[config.mk]
export PLATFORM = sky130hd
export DESIGN_NAME = arith_seq_divider_flat
export DESIGN_NICKNAME = d
export VERILOG_FILES = /design/src/rtl/arith_seq_divider_pkg.sv /design/src/rtl/arith_seq_divider_if.sv /design/src/rtl/arith_seq_divider_step.sv /design/src/rtl/arith_seq_divider.sv /design/src/flat_wrapper.sv
export SDC_FILE = /design/constraint.sdc
export NUM_CORES = 1
export LEC_CHECK = 0
export CAP_MARGIN = 20
export CORE_ASPECT_RATIO = 1.4
export CORE_MARGIN = 3
export CORE_UTILIZATION = 35
export CTS_CLUSTER_DIAMETER = 40
export DETAILED_ROUTE_END_ITERATION = 8
export MAX_ROUTING_LAYER = met4
export PLACE_DENSITY = 0.55
export SLEW_MARGIN = 20
export SYNTH_ARGS = -nofsm -noshare
export SYNTH_HDL_FRONTEND = slang
export SYNTH_SLANG_ARGS = --single-unit
[constraint.sdc]
create_clock -name clock -period 6.55 [get_ports clock]
set_input_delay 1.31 -clock clock [delete_from_list [all_inputs] [get_ports clock]]
set_output_delay 1.31 -clock clock [all_outputs]
set_load 0.02 [all_outputs]
[src/rtl/arith_seq_divider_pkg.sv]
// Shared ALU definitions for the sequential divider: the status word layout
// used across the ALU status path and the divider state encoding.
package arith_seq_divider_pkg;

  // Status word width and bit positions (carry, over, zero, sign)
  localparam int STATUS_W = 4;
  localparam int ST_CARRY = 3;
  localparam int ST_OVER  = 2;
  localparam int ST_ZERO  = 1;
  localparam int ST_SIGN  = 0;

  // Divider control states
  typedef enum logic [1:0] {
    IDLE = 2'd0,
    CALC = 2'd1,
    FIX  = 2'd2
  } divState_t;

endpackage

[src/rtl/arith_seq_divider_if.sv]
// Request/result bundle between the execute stage and the sequential divider.
interface arith_seq_divider_if
  import arith_seq_divider_pkg::*;
#(
  parameter int WIDTH = 32
);

  logic                start;
  logic                signed_op;
  logic [WIDTH-1:0]    dividend;
  logic [WIDTH-1:0]    divisor;
  logic                busy;
  logic                done;
  logic [WIDTH-1:0]    quotient;
  logic [WIDTH-1:0]    remainder;
  logic [STATUS_W-1:0] status;

  // The requester drives the operands and watches the results
  modport master (
    output start, signed_op, dividend, divisor,
    input  busy, done, quotient, remainder, status
  );

  // The divider consumes the operands and produces the results
  modport slave (
    input  start, signed_op, dividend, divisor,
    output busy, done, quotient, remainder, status
  );

endinterface

[src/rtl/arith_seq_divider_step.sv]
// One restoring-division iteration: shift the next dividend bit into the
// partial remainder, trial-subtract the divisor and restore on borrow.
module arith_div_step #(
  parameter int WIDTH = 32
) (
  input  logic [WIDTH-1:0] rem_i,
  input  logic             bit_i,
  input  logic [WIDTH-1:0] divisor_i,
  output logic [WIDTH-1:0] rem_o,
  output logic             qbit_o
);

  logic [WIDTH:0] shifted;
  logic [WIDTH:0] divisorExt;

  // The shifted remainder needs WIDTH+1 bits; the compare is the borrow test
  // and, when it succeeds, the true difference always fits back in WIDTH bits
  always_comb begin
    shifted    = {rem_i, bit_i};
    divisorExt = {1'b0, divisor_i};
    qbit_o     = (shifted >= divisorExt);
    rem_o      = qbit_o ? (shifted[WIDTH-1:0] - divisor_i) : shifted[WIDTH-1:0];
  end

endmodule

[src/rtl/arith_seq_divider.sv]
// Multi-cycle restoring divider (DIV/DIVU) with start/done handshake and the
// shared four-bit ALU status word. Latency is WIDTH+1 cycles from acceptance.
module arith_seq_divider
  import arith_seq_divider_pkg::*;
#(
  parameter int WIDTH = 32
) (
  input logic               clock,
  input logic               reset_n,
  arith_seq_divider_if.slave bus
);

  localparam int CW = $clog2(WIDTH);
  localparam logic [WIDTH-1:0] MOST_NEG = {1'b1, {(WIDTH-1){1'b0}}};

  divState_t           state_q, state_d;
  logic [CW-1:0]       count_q, count_d;
  logic [WIDTH-1:0]    dvd_q, dvd_d;
  logic [WIDTH-1:0]    rem_q, rem_d;
  logic [WIDTH-1:0]    dvsMag_q, dvsMag_d;
  logic [WIDTH-1:0]    origDvd_q, origDvd_d;
  logic                signedOp_q, signedOp_d;
  logic                dvdNeg_q, dvdNeg_d;
  logic                dvsNeg_q, dvsNeg_d;
  logic [WIDTH-1:0]    quotient_q, quotient_d;
  logic [WIDTH-1:0]    remainder_q, remainder_d;
  logic [STATUS_W-1:0] status_q, status_d;
  logic                done_q, done_d;

  logic [WIDTH-1:0]    stepRem;
  logic                stepBit;
  logic [WIDTH-1:0]    fixQuot;
  logic [WIDTH-1:0]    fixRem;
  logic [STATUS_W-1:0] fixStatus;

  // dvd_q shifts out dividend bits at the top and takes quotient bits in at the bottom
  arith_div_step #(.WIDTH(WIDTH)) uStep (
    .rem_i     (rem_q),
    .bit_i     (dvd_q[WIDTH-1]),
    .divisor_i (dvsMag_q),
    .rem_o     (stepRem),
    .qbit_o    (stepBit)
  );

  // Sign fixup and special-case overrides applied to the finished magnitudes
  always_comb begin
    fixQuot   = (signedOp_q && (dvdNeg_q ^ dvsNeg_q)) ? -dvd_q : dvd_q;
    fixRem    = (signedOp_q && dvdNeg_q) ? -rem_q : rem_q;
    fixStatus = '0;
    if (dvsMag_q == '0) begin
      fixQuot             = '1;
      fixRem              = origDvd_q;
      fixStatus[ST_CARRY] = 1'b1;
      fixStatus[ST_OVER]  = 1'b1;
    end else if (signedOp_q && (origDvd_q == MOST_NEG) && dvsNeg_q &&
                 (dvsMag_q == WIDTH'(1))) begin
      fixQuot            = MOST_NEG;
      fixRem             = '0;
      fixStatus[ST_OVER] = 1'b1;
    end
    fixStatus[ST_ZERO] = (fixQuot == '0);
    fixStatus[ST_SIGN] = signedOp_q & fixQuot[WIDTH-1];
  end

  // Next-state logic: accept in IDLE, iterate WIDTH times in CALC, publish in FIX
  always_comb begin
    state_d     = state_q;
    count_d     = count_q;
    dvd_d       = dvd_q;
    rem_d       = rem_q;
    dvsMag_d    = dvsMag_q;
    origDvd_d   = origDvd_q;
    signedOp_d  = signedOp_q;
    dvdNeg_d    = dvdNeg_q;
    dvsNeg_d    = dvsNeg_q;
    quotient_d  = quotient_q;
    remainder_d = remainder_q;
    status_d    = status_q;
    done_d      = 1'b0;
    case (state_q)
      IDLE: begin
        if (bus.start) begin
          signedOp_d = bus.signed_op;
          dvdNeg_d   = bus.signed_op & bus.dividend[WIDTH-1];
          dvsNeg_d   = bus.signed_op & bus.divisor[WIDTH-1];
          origDvd_d  = bus.dividend;
          dvd_d      = (bus.signed_op && bus.dividend[WIDTH-1]) ? -bus.dividend : bus.dividend;
          dvsMag_d   = (bus.signed_op && bus.divisor[WIDTH-1]) ? -bus.divisor : bus.divisor;
          rem_d      = '0;
          count_d    = CW'(WIDTH - 1);
          state_d    = CALC;
        end
      end
      CALC: begin
        rem_d = stepRem;
        dvd_d = {dvd_q[WIDTH-2:0], stepBit};
        if (count_q == '0) begin
          state_d = FIX;
        end else begin
          count_d = count_q - 1'b1;
        end
      end
      FIX: begin
        quotient_d  = fixQuot;
        remainder_d = fixRem;
        status_d    = fixStatus;
        done_d      = 1'b1;
        state_d     = IDLE;
      end
      default: state_d = IDLE;
    endcase
  end

  // State and datapath registers with asynchronous abort to the reset values
  always_ff @(posedge clock or negedge reset_n) begin
    if (!reset_n) begin
      state_q     <= IDLE;
      count_q     <= '0;
      dvd_q       <= '0;
      rem_q       <= '0;
      dvsMag_q    <= '0;
      origDvd_q   <= '0;
      signedOp_q  <= 1'b0;
      dvdNeg_q    <= 1'b0;
      dvsNeg_q    <= 1'b0;
      quotient_q  <= '0;
      remainder_q <= '0;
      status_q    <= '0;
      done_q      <= 1'b0;
    end else begin
      state_q     <= state_d;
      count_q     <= count_d;
      dvd_q       <= dvd_d;
      rem_q       <= rem_d;
      dvsMag_q    <= dvsMag_d;
      origDvd_q   <= origDvd_d;
      signedOp_q  <= signedOp_d;
      dvdNeg_q    <= dvdNeg_d;
      dvsNeg_q    <= dvsNeg_d;
      quotient_q  <= quotient_d;
      remainder_q <= remainder_d;
      status_q    <= status_d;
      done_q      <= done_d;
    end
  end

  assign bus.busy      = (state_q != IDLE);
  assign bus.done      = done_q;
  assign bus.quotient  = quotient_q;
  assign bus.remainder = remainder_q;
  assign bus.status    = status_q;

endmodule

[src/flat_wrapper.sv]
// flat-port wrapper written by rule: the top's interface ports become plain ports
module arith_seq_divider_flat import arith_seq_divider_pkg::*;
#(
  parameter int WIDTH = 32
)
  (clock, reset_n, bus_start, bus_signed_op, bus_dividend, bus_divisor, bus_busy, bus_done, bus_quotient, bus_remainder, bus_status);
  arith_seq_divider_if #(.WIDTH(WIDTH)) bus_i ();
  input logic clock;
  input logic reset_n;
  input wire logic [$bits(bus_i.start)-1:0] bus_start;
  input wire logic [$bits(bus_i.signed_op)-1:0] bus_signed_op;
  input wire logic [$bits(bus_i.dividend)-1:0] bus_dividend;
  input wire logic [$bits(bus_i.divisor)-1:0] bus_divisor;
  output wire logic [$bits(bus_i.busy)-1:0] bus_busy;
  output wire logic [$bits(bus_i.done)-1:0] bus_done;
  output wire logic [$bits(bus_i.quotient)-1:0] bus_quotient;
  output wire logic [$bits(bus_i.remainder)-1:0] bus_remainder;
  output wire logic [$bits(bus_i.status)-1:0] bus_status;
  assign bus_i.start = bus_start;
  assign bus_i.signed_op = bus_signed_op;
  assign bus_i.dividend = bus_dividend;
  assign bus_i.divisor = bus_divisor;
  assign bus_busy = bus_i.busy;
  assign bus_done = bus_i.done;
  assign bus_quotient = bus_i.quotient;
  assign bus_remainder = bus_i.remainder;
  assign bus_status = bus_i.status;
  arith_seq_divider #(.WIDTH(WIDTH)) u_core (.clock(clock), .reset_n(reset_n), .bus(bus_i));
endmodule
* Yosys cells after proc, flatten, opt, wreduce, memory -nomap -nowiden
Cells that the tools add are included.
** Cells by class
- Add/subtract/negate cells :: 6
- Order comparisons :: 1
- Equality and inequality tests :: 7
- Multiplexer cells :: 23
- Bitwise operators :: 4
- Reduce and logical (&&, ||, !) cells :: 17
** Operator list (count)
- two-way mux 32 bit :: 11
- negator 32 bit :: 4
- case mux 32 bit (2 select lines) :: 2
- logical NOT 32 bit :: 2
- >= comparator 33 x 32 -> 1 bit :: 1
- == test 32 x 1 -> 1 bit (second input constant) :: 1
- == test 32 bit (second input constant) :: 1
- subtractor 32 bit :: 1
- two-way mux 5 bit :: 2
- case mux 5 bit (2 select lines) :: 1
- logical AND 1 bit :: 7
- AND reduction 2 bit :: 3
- logical NOT 5 bit :: 1
- subtractor 5 x 1 -> 5 bit (second input constant) :: 1
- two-way mux 1 bit :: 4
- two-way mux 2 bit :: 2
- inequality test 2 bit (second input constant) :: 2
- case mux 2 bit (2 select lines) :: 1
- nonzero test 2 bit :: 2
- bitwise AND 1 bit :: 3
- AND reduction 3 bit :: 1
- == test 2 x 1 -> 1 bit (second input constant) :: 1
- == test 2 bit (second input constant) :: 1
- logical NOT 2 bit :: 1
- other kinds (2) :: 2
** Storage, ports and cells
- Register bits after elaboration :: 207
- Logic and storage cells :: 71

* Logic depth before layout (Yosys ltp)
- Depth after elaboration :: 7
- Depth in mapped cells :: 13
- Mapped depth without buffers :: 13

* By module
Synthesis repeated with hierarchy kept, for this count alone.
** Unflattened totals
- Cells, all modules :: 1690
- Area total of the unflattened synthesis :: 13948.4 sq um
** By module, submodules not included
- arith_seq_divider :: instances 1, cells each 1355, area an instance 11459.7 sq um
- arith_div_step :: instances 1, cells each 335, area an instance 2488.6 sq um

* Least setup slack after synthesis
No wires, ideal clock.
- Kind :: input port to flip-flop
- Start :: input bus_dividend[12]
- End :: register u_core.dvd_q[31]
- Setup time :: 82 ps
- Arrival time :: 3417 ps
- Required time :: 6468 ps
- Slack :: 3051 ps
- Stages :: 6
- Path buffers :: 0
- Cell sequence :: or4_1 -> nor3_1 -> nand3_1 -> or4_1 -> or3b_2 -> a31oi_1
** On the way
- Word-level cells in the longest chain between the ends :: 4
** RTL lines
- start, declared :: line flat_wrapper.sv:12 : input wire logic [$bits(bus_i.dividend)-1:0] bus_dividend;
- negator 32 bit :: line arith_seq_divider.sv:87 : dvd_d = (bus.signed_op && bus.dividend[WIDTH-1]) ? -bus.dividend : bus.dividend;
- two-way mux 32 bit :: line arith_seq_divider.sv:87
- two-way mux 32 bit :: line arith_seq_divider.sv:82 : if (bus.start) begin
- case mux 32 bit (2 select lines) :: line arith_seq_divider.sv:80 : case (state_q)
- end signal, assigned :: line arith_seq_divider.sv:133 : dvd_q <= dvd_d;
- end, declared :: line arith_seq_divider.sv:18 : logic [WIDTH-1:0] dvd_q, dvd_d;
No other way between the ends. The select of a mux whose other input is x is not followed.
A chain may end at the register's enable or synchronous reset.

* Worst setup path in the final report
- Start :: input bus_dividend[2]
- End :: register u_core.dvd_q[31]
Same word-level chain as after synthesis.

==> key figures <==
Outcome
  – Outcome: completed

Setup path
  – Crit-path max FO: 5
  – Worst R2R Setup Slack: around 2700 ps
  – CP Data Arrival Time: 4500 ps
  – Worst path required time: 7030 ps
  – R2R Path End: u_core.rem_q[1]$_DFFE_PN0P_
  – Cells on worst reg2reg path: 11
  – Worst Setup Start Kind: input port
  – Crit end category: register
  – Crit path launch: bus_dividend[2]
  – Reg2reg start: u_core.rem_q[2]$_DFFE_PN0P_
  – Crit Path Class: in2reg

Synth
  – Synth Area in Compound Gates: 0.211
  – Top FF cell, synth: dfrtp_1
  – Xor and xnor fraction of the mapped netlist area: 0.0999
  – Cell count after synthesis: 1,580
  – Register area share after synthesis: 0.394
  – EDFF count, synth: 0
  – Asr flop ratio synth: 1.00
  – #FFs+latches synth: about 210
  – Post-Synth Adder-Cell Area: 0.0377
  – Post-synth top area share: 0.394
  – Top cells by area, synth: dfrtp_1, nand2_1, o21ai_0, xnor2_1, xor2_1
  – Post-Synth Simple-Gate Area: 0.195
  – Main combinational cell family by area after synthesis: compound AO/OA/AOI/OAI gates
  – Cell variety after synth: 68
  – Yosys warnings: 0
  – Mux share of post-synthesis cell area: 0.0194
  – Synth Area per Inst: just over 8 sq um
  – Area leader, netlist: dfrtp_1
  – Syn Nets: 1,687
  – Netlist Area Pre-Place: 0.0131 sq mm

Clocking
  – Post-CTS setup buffer count: 0
  – CTS Buf Count: 31
  – Worst-path clk slew: about 50 ps
  – Clk sinks: roughly 210
  – CTS root buffer: clkbuf_16
  – TritonCTS clock tree: yes
  – Cts hold-fix bufs: 0
  – Post-CTS Resized: 0
  – Clk buf depth: 3
  – # H-tree levels: 1
  – Clk_lat worst skew: 570 ps

Drt
  – Vias/cell: approximately 5.4
  – Total number of vias: ~12,000
  – First drt pass iteration count: 7
  – Routed Antenna Nets: 0
  – Routed len/inst: 18.2 microns
  – 1st-iter DRT viols: slightly above 800
  – DRC Markers: 0
  – Final WL: 39.5 mm

Floorplanning
  – Height of the die: 235 microns
  – Chip width: 170 microns
  – Die area: 0.0400 sq mm
  – Rows: 83
  – IO Pins: around 140
  – Core region area: approximately 0.037 sq mm
  – Initial Utilization: 0.357

Place
  – Cell Area, Placed: approximately 0.015 sq mm
  – RePlAce Congestion: approximately 0.86
  – Port buffer count: 137
  – Post-DP HPWL: slightly below 30 mm

Finish
  – Synthesis-to-layout area growth: 22.1%
  – Fill cell count: 3,658
  – Seq. cell area: 0.00518 sq mm
  – Ant diodes: 0
  – Final instance area: around 0.016 sq mm
  – Share of cells above drive strength 1: 0.0565
  – Final layout net count: 1,783
  – Multi-input logic area: ~0.0074 sq mm

Timing
  – Max-slew violations: 0
  – RSZ-0062 raised after global routing: no
  – Hold Vio Cnt, Final: 0
  – Crit path time final: 4020 ps
  – Final worst-path cycle share: 0.614
  – Worst-Margin Slew: ~980 ps
  – Clock Skew: 22.8 ps
  – TNS Setup: 0 ps
  – Final setup fails: 0
  – Max_slew headroom: 0.343
  – Max Clock Freq: around 0.25 GHz

Worst hold path
  – Hold Startpoint: u_core.bus.quotient[16]$_DFFE_PN0P_
  – HP Class: reg2reg
  – WHS Endpoint: u_core.bus.quotient[16]$_DFFE_PN0P_
  – Hold path depth: 2

GRT
  – Vias in the first global route: 11,700
  – Congestion Overflow GR: 0
  – Initial antenna violation count: 0
  – First-pass GRT wire length: 62.9 mm
  – Pin count of the biggest net entering global routing: between 100 and 150
  – Global Route Usage Sum: 0.200

Run
  – Max_cap viols: 0

Power and ir drop
  – PD cells: 553 mW/mm^2
  – Clock power share: 0.206
  – Net Sw Power: 3.83 mW
  – Max VDD drop: 0.250 mV
  – Switch share: 0.431
  – Sequential power share: 0.283
  – Combinational Power Share: 0.511
  – Pleak: 6.79 nW
  – Internal power: about 5.1 mW
kinds of logic (layout without fill, tap and decap cells):
kind of cell	Yosys count	count (layout)
flip-flops	207	207
buffers and inverters	147	265
AO/OA/AOI/OAI	449	449
multiplexers	25	25
adder cells (fa/ha/maj)	39	39
AND/OR/NAND/NOR	563	563
XOR/XNOR	150	150
layout by cell type (no fill, tap or decap), drive strengths merged, types with 7 or more instances in the layout:
master	instances
nor3	31
a32oi	13
o31ai	23
a21oi	98
or4	17
nor4	31
bufinv	8
clkdlybuf4s50	136
clkbuf	36
and3	7
ha	38
xnor2	83
a31oi	19
nand2b	12
buf	17
nor2b	11
a21o	19
nand2	269
nand3	21
o21a	7
inv	58
nand4	10
mux2i	21
clkinv	8
xor2	67
a221oi	21
nor2	123
o21ai	175
o41ai	14
a22oi	26
dfrtp	207
worst max-delay path by stage:
stage                              endpoint
2_1_floorplan  u_core.dvd_q[31]$_DFFE_PN0P_
3_3_place_gp   u_core.dvd_q[29]$_DFFE_PN0P_
3_5_place_dp   u_core.dvd_q[29]$_DFFE_PN0P_
4_1_cts        u_core.dvd_q[31]$_DFFE_PN0P_
5_1_grt        u_core.dvd_q[31]$_DFFE_PN0P_
6_report       u_core.dvd_q[31]$_DFFE_PN0P_
sequential cells by signal, summed over array words and instances (netlist names):
register	cells
u_core.dvsNeg_q	1
u_core.signedOp_q	1
u_core.bus.done	1
u_core.bus.remainder	32
u_core.state_q	2
u_core.origDvd_q	32
u_core.rem_q	32
u_core.dvd_q	32
u_core.dvsMag_q	32
u_core.bus.status	4
u_core.dvdNeg_q	1
u_core.bus.quotient	32
u_core.count_q	5
synth_stat cells, types with 12 or more instances:
library cell	number
nand2_1	269
dfrtp_1	207
o21ai_0	173
nor2_1	123
a21oi_1	98
clkbuf_1	84
xnor2_1	83
xor2_1	67
inv_1	54
ha_1	38
nor3_1	30
nor4_1	30
a22oi_1	26
o31ai_1	22
a221oi_1	21
mux2i_1	21
nand3_1	21
a21o_1	19
a31oi_1	19
or4_1	15
a32oi_1	13
nand2b_1	12
power groups by stage:
stage / Combinational [mW] / Sequential [mW] / Clock, mW
floorplan: 3.32 / 2.40 / 0
global placement: 4.48 / 2.51 / 0
detailed placement: 4.53 / 2.52 / 0
CTS: 4.55 / 2.51 / 1.87
global route: 5.10 / 2.60 / 1.93
finish: 4.54 / 2.51 / 1.83
worst max-delay path: stages:
cell and delay, ps:
clkdlybuf4s50_1 490, nor3_1 450, nand4b_1 320, nor3_1 550
nand3_1 240, or4_1 480, or3b_2 480, a31oi_1 180
layout make-up:
class                           count  share of cell area
Sequential cell                   207               0.323
Multi-Input combinational cell   1226               0.463
Clock buffer                       35              0.0505
Timing Repair Buffer              154              0.0944
Clock inverter                     20              0.0203
Tap cell                          467              0.0364
Inverter                           56              0.0131
routing by layer:
layer / up-vias / track usage / share of wire
li1: 5791 / - / -
met4: 0 / 0.0856 / 0.046
met2: 304 / 0.355 / 0.51
met1: 5435 / 0.227 / 0.40
met5: - / - / 0
met3: 91 / 0.0210 / 0.038
per-stage QoR:
step	hold slack, ps	total power [mW]	std cells	worst slack [ps]	utilization
after floorplan	450	5.71	1580	3050	-
after global placement	462	6.99	2108	2010	0.404
after detailed placement	472	7.05	2108	1950	0.404
after CTS	483	8.92	2163	2540	0.435
after global routing	505	9.62	2165	2200	0.435
final	473	8.88	2165	2530	0.435
Note: power is estimated with default switching activity, not from simulation.
